**src/rtl/wb_commit.sv**
```systemverilog
// Writeback/commit stage: merges EX results and in-order load responses onto the single RF write
// port and tracks outstanding load destinations. Optional macro WB_BYPASS_EN enables byp_* forwarding.
module wb_commit #(
  parameter int XLEN     = 32,
  parameter int NREG     = 16,
  parameter int LD_DEPTH = 2
) (
  input  logic                      clk,
  input  logic                      rst,
  input  logic                      ex_valid,
  output logic                      ex_ready,
  input  logic [$clog2(NREG)-1:0]   ex_rd,
  input  logic [XLEN-1:0]           ex_data,
  input  logic                      ld_issue,
  output logic                      ld_issue_ready,
  input  logic [$clog2(NREG)-1:0]   ld_rd,
  input  logic                      mem_rsp_valid,
  input  logic [XLEN-1:0]           mem_rsp_data,
  output logic                      wb_en,
  output logic [$clog2(NREG)-1:0]   wb_addr,
  output logic [XLEN-1:0]           wb_data,
  output logic [NREG-1:0]           busy,
  output logic                      byp_valid,
  output logic [$clog2(NREG)-1:0]   byp_addr,
  output logic [XLEN-1:0]           byp_data,
  output logic                      err
);

  localparam int AW = $clog2(NREG);
  localparam int PW = $clog2(LD_DEPTH);

  logic            skid_full_q, skid_full_d;
  logic [AW-1:0]   skid_rd_q, skid_rd_d;
  logic [XLEN-1:0] skid_data_q, skid_data_d;

  logic [AW-1:0]   fifo_q [LD_DEPTH];
  logic [AW-1:0]   fifo_d [LD_DEPTH];
  logic [PW:0]     wr_ptr_q, wr_ptr_d;
  logic [PW:0]     rd_ptr_q, rd_ptr_d;

  logic [NREG-1:0] busy_q, busy_d;
  logic            wb_en_q, wb_en_d;
  logic [AW-1:0]   wb_addr_q, wb_addr_d;
  logic [XLEN-1:0] wb_data_q, wb_data_d;
  logic            err_q, err_d;

  logic            fifo_empty;
  logic            fifo_full;
  logic [AW-1:0]   head_rd;
  logic            ld_push;
  logic            ld_pop;
  logic            src_valid;
  logic [AW-1:0]   src_rd;
  logic [XLEN-1:0] src_data;

  // Pointers carry an extra wrap bit so full and empty are distinguishable.
  assign fifo_empty     = (wr_ptr_q == rd_ptr_q);
  assign fifo_full      = (wr_ptr_q[PW] != rd_ptr_q[PW]) &&
                          (wr_ptr_q[PW-1:0] == rd_ptr_q[PW-1:0]);
  assign head_rd        = fifo_q[rd_ptr_q[PW-1:0]];
  assign ld_issue_ready = !fifo_full && !busy_q[ld_rd];
  assign ld_push        = ld_issue && ld_issue_ready;
  assign ld_pop         = mem_rsp_valid && !fifo_empty;
  assign ex_ready       = !skid_full_q;

  always_comb begin
    skid_full_d = skid_full_q;
    skid_rd_d   = skid_rd_q;
    skid_data_d = skid_data_q;
    fifo_d      = fifo_q;
    wr_ptr_d    = wr_ptr_q;
    rd_ptr_d    = rd_ptr_q;
    busy_d      = busy_q;
    wb_addr_d   = wb_addr_q;
    wb_data_d   = wb_data_q;
    err_d       = err_q;
    src_valid   = 1'b0;
    src_rd      = '0;
    src_data    = '0;

    // A response owns the write port; a colliding EX result parks in the skid.
    if (mem_rsp_valid) begin
      if (ld_pop) begin
        src_valid = 1'b1;
        src_rd    = head_rd;
        src_data  = mem_rsp_data;
      end
      if (ex_valid && !skid_full_q) begin
        skid_full_d = 1'b1;
        skid_rd_d   = ex_rd;
        skid_data_d = ex_data;
      end
    end else if (skid_full_q) begin
      src_valid   = 1'b1;
      src_rd      = skid_rd_q;
      src_data    = skid_data_q;
      skid_full_d = 1'b0;
    end else if (ex_valid) begin
      src_valid = 1'b1;
      src_rd    = ex_rd;
      src_data  = ex_data;
    end

    wb_en_d = src_valid && (src_rd != '0);
    if (src_valid) begin
      wb_addr_d = src_rd;
      wb_data_d = src_data;
    end

    if (ld_pop) begin
      rd_ptr_d        = rd_ptr_q + (PW+1)'(1);
      busy_d[head_rd] = 1'b0;
    end
    // Applied after the clear so a same-cycle set on the same register wins.
    if (ld_push) begin
      fifo_d[wr_ptr_q[PW-1:0]] = ld_rd;
      wr_ptr_d                 = wr_ptr_q + (PW+1)'(1);
      if (ld_rd != '0) begin
        busy_d[ld_rd] = 1'b1;
      end
    end

    if ((ex_valid && skid_full_q) || (ex_valid && busy_q[ex_rd]) ||
        (mem_rsp_valid && fifo_empty)) begin
      err_d = 1'b1;
    end
  end

  always_ff @(posedge clk or posedge rst) begin
    if (rst) begin
      skid_full_q <= 1'b0;
      skid_rd_q   <= '0;
      skid_data_q <= '0;
      wr_ptr_q    <= '0;
      rd_ptr_q    <= '0;
      busy_q      <= '0;
      wb_en_q     <= 1'b0;
      wb_addr_q   <= '0;
      wb_data_q   <= '0;
      err_q       <= 1'b0;
    end else begin
      skid_full_q <= skid_full_d;
      skid_rd_q   <= skid_rd_d;
      skid_data_q <= skid_data_d;
      wr_ptr_q    <= wr_ptr_d;
      rd_ptr_q    <= rd_ptr_d;
      busy_q      <= busy_d;
      wb_en_q     <= wb_en_d;
      wb_addr_q   <= wb_addr_d;
      wb_data_q   <= wb_data_d;
      err_q       <= err_d;
    end
  end

  // Entries are only read while valid, so storage needs no reset.
  always_ff @(posedge clk) begin
    fifo_q <= fifo_d;
  end

  assign wb_en   = wb_en_q;
  assign wb_addr = wb_addr_q;
  assign wb_data = wb_data_q;
  assign busy    = busy_q;
  assign err     = err_q;

`ifdef WB_BYPASS_EN
  assign byp_valid = wb_en_q;
  assign byp_addr  = wb_addr_q;
  assign byp_data  = wb_data_q;
`else
  assign byp_valid = 1'b0;
  assign byp_addr  = '0;
  assign byp_data  = '0;
`endif

endmodule

```
**config.mk**
```make
export PLATFORM = sky130hd
export DESIGN_NAME = wb_commit
export DESIGN_NICKNAME = d
export VERILOG_FILES = /design/src/rtl/wb_commit.sv
export SDC_FILE = /design/constraint.sdc
export NUM_CORES = 1
export LEC_CHECK = 0
export CAP_MARGIN = 0
export CELL_PAD_IN_SITES_DETAIL_PLACEMENT = 1
export CELL_PAD_IN_SITES_GLOBAL_PLACEMENT = 2
export CORE_ASPECT_RATIO = 0.8
export CORE_MARGIN = 2
export CORE_UTILIZATION = 29
export CTS_CLUSTER_DIAMETER = 80
export DETAILED_ROUTE_END_ITERATION = 8
export GPL_TIMING_DRIVEN = 1
export HOLD_SLACK_MARGIN = 0.05
export PLACE_DENSITY = 0.86
export SLEW_MARGIN = 5
export SYNTH_ARGS = -nofsm -noshare
export SYNTH_HDL_FRONTEND = slang
export SYNTH_SLANG_ARGS = --single-unit
```
**constraint.sdc**
```tcl
create_clock -name clk -period 4.09 [get_ports clk]
set_clock_uncertainty 0.15 [all_clocks]
set_input_delay 0.818 -clock clk [delete_from_list [all_inputs] [get_ports clk]]
set_output_delay 0.818 -clock clk [all_outputs]
set_load 0.01 [all_outputs]
```
==> flow_summary_export.csv <==
group,metric,value,unit
status,status,"finished, final reports clean",
global_route,grt_pass1_wl,25.3,mm
clock_tree,clock_path_buffers,2,
critical_path,regToRegSetupSlack,1330,ps
place,preCtsSetupSlack,-16.7,ps
sta,finalSetupViolCount,0,
yosys,synth_top_area_cell,"dfrtp_1",
routing,wl,16.0,mm
sta,timing.fmax,262,MHz
power_and_ir_drop,leakagePower,2.84,nW
place,dp_hpwl,11.6,mm
die,die_height,124,um
critical_path,worstPathCellList,"clkdlybuf4s50_1, buf_4, mux4_2, mux4_2, nor2_1, dlygate4sd2_1",
yosys,ys_seq_elements,103,
run,drv_cap,0,
critical_path,slowest_stage,"mux4_2",
critical_path,slowest_delay,530,ps
critical_path,cp_common_cell,"mux4_2",
sta,hold_violations,0,
yosys,synth.distinct_cells,52,
yosys,synth_simple_gate_area_frac,0.0945,
cells_and_area,final_nets,665,
cells_and_area,fin_cells,818,
clock_tree,cts-root-buf,"clkbuf_16",
die,fp.dieW,154,um
power_and_ir_drop,peakVddDrop,412,uV
cells_and_area,final_util,0.400,
die,die_area,0.0191,mm2
die,core-area,0.0175,mm2
global_route,grt_max_degree,87,
routing,first_pass_iters,5,
critical_path,critPathRequiredTime,3120,ps
routing,drt_iter0_drc,277,
sta,min_period,3810,ps
critical_path,worstSetupStartpointType,"primary input",
sta,max_slew_margin,0.262,
die,start_util,0.299,
yosys,synth_enable_flop_cells,8,
yosys,synth_mux_area_frac,0.135,
place,numPortBuffers,132,
yosys,synth_top_family_by_area,"compound AO/OA/AOI/OAI gates",
yosys,synthArstFlopShare,0.922,
routing,vias,4220,
sta,fin_ws,275,ps
cells_and_area,final_common_cell,"clkdlybuf4s50_1",
clock_tree,numCtsBuffers,9,
sta,finalMaxSlewViolations,0,
global_route,grt-ovfl-total,0,
critical_path,crit_type,"in -> out",
sta,rsz0062_at_grt,"false",
sta,whs,320,ps
die,rows,43,
yosys,yosys_most_used_dff,"dfrtp_1",
cells_and_area,layout-drive-gt1-share,0.115,
yosys,synth_top_area_frac,0.455,
power_and_ir_drop,powerDensity,637,mW/mm2
critical_path,cpLargestDelayFamily,"multiplexers",
sta,tightest_slew,1110,ps
clock_tree,clkLatencyLatePin,340,ps
critical_path,critPathMaxFanout,8,
global_route,grt_use_total,0.170,
yosys,synth_xor_area_frac,0.0115,
routing,drtAntennaViolNets,0,
clock_tree,path_clk_slew,60,ps
critical_path,critPathBufInv,3,
global_route,grt_antenna_before_repair,0,
yosys,synth.area.top_cells,"dfrtp_1 45%, a221o_1 6.1%, mux2_1 5.6%",
yosys,syn_inst,462,
sta,tns,0,ps
cells_and_area,antenna_cells,0,
die,ioPinCount,170,
place,gp_congestion,0.918,
cells_and_area,fillers,1878,
yosys,syn_area_per_cell,11.3,um2
cells_and_area,area_delta_synth_final,33.6,%
critical_path,critical_path_arrival,2850,ps
cells_and_area,fin_area,0.00699,mm2
yosys,synth_area,0.00523,mm2
hold_path,hold_class,"reg -> reg",
routing,drc,0,
critical_path,endpoint_kind,"output port",
clock_tree,tritoncts,"yes",
global_route,grt_pass1_vias,4456,
sta,min_period_over_period,0.933,
clock_tree,h-tree-depth,3,
yosys,synthAdderAreaFrac,0,
yosys,yosys_warnings,0,
routing,wl_per_cell,19.6,um
place,dpl.cell_count,802,
cells_and_area,mostFrequentLayoutCells,"130 x clkdlybuf4s50_1, 95 x dfrtp_1, 37 x conb_1",
yosys,synth_compound_gate_area_share,0.175,
place,dpl-instance-area,0.00670,mm2
power_and_ir_drop,total_power,4.45,mW
routing,via_per_inst,5.16,
clock_tree,cts_sinks,103,
yosys,ys_seq_area_frac,0.500,
[timing repair]
action                     4_1_cts  5_1_grt
resized for setup                1        0
setup endpoints to repair        1        0
hold buffers                     0        0
buffers inserted                 0        0
[kinds of logic after synthesis]
| logic type | Yosys count |
|---|---|
| buffers and inverters | 76 |
| DFF | 103 |
| muxes | 54 |
| and+or+nand+nor | 100 |
| other | 1 |
| AOI/OAI and AO/OA | 122 |
| xor gates and xnor gates | 6 |
[registers in the layout, indices dropped and copies added (netlist names)]
signal / flops
busy: 16
skid_data_q: 32
skid_full_q: 1
fifo_q: 8
wb_en: 1
wb_data: 32
wr_ptr_q: 2
err: 1
wb_addr: 4
rd_ptr_q: 2
skid_rd_q: 4
[area by class of cell]
cell class	instances	area [um2]	share of cell area
Sequential cell	103	2620	0.375
Multi-Input combinational cell	319	2330	0.333
Timing Repair Buffer	150	1450	0.208
Tap cell	225	282	0.0403
Clock buffer	10	229	0.0328
Clock inverter	6	58.8	0.00842
Inverter	5	21.3	0.00304
[routing by layer]
metal  GRT usage  vias up  part of all wire
met5           0        -                 0
met4      0.0426        0             0.012
met3      0.0442       14             0.067
met2       0.267      154              0.46
met1       0.234     2150              0.46
li1            -     1902                 -
[where the power goes]
| part | leakage, nW | switching (mW) | internal, mW |
|---|---|---|---|
| Sequential | 1.22 | 0.364 | 1.39 |
| Clock | 0.138 | 0.388 | 0.473 |
| Combinational | 1.48 | 0.854 | 0.978 |
| Total | 2.84 | 1.61 | 2.84 |
[cells in the mapped netlist (4+ instances only)]
| cell type | n |
|---|---|
| nor3b_1 | 4 |
| mux2_2 | 18 |
| dfrtp_1 | 95 |
| nand2b_1 | 5 |
| o21ai_1 | 19 |
| a21oi_1 | 13 |
| nor2_1 | 26 |
| a22oi_1 | 24 |
| nand2_1 | 32 |
| inv_1 | 4 |
| and3b_1 | 4 |
| o21ai_0 | 10 |
| clkbuf_1 | 28 |
| o41ai_1 | 4 |
| edfxtp_1 | 8 |
| mux4_2 | 9 |
| a221o_1 | 32 |
| nor3_1 | 4 |
| buf_1 | 4 |
| mux2_1 | 26 |
| nand3_1 | 13 |
| o221ai_1 | 4 |
| buf_4 | 37 |
[worst paths after layout]
path                              from        endpoint  depth (start not counted)
max                           ld_rd[2]  ld_issue_ready                          6
min                                err             err                          1
max reg2reg                rd_ptr_q[0]      wb_data[7]                          5
min reg2reg                        err             err                          1
max in group asynchronous          rst  skid_data_q[1]                          3
min in group asynchronous          rst     wb_data[26]                          2
Power figures use the tool's default switching activity.
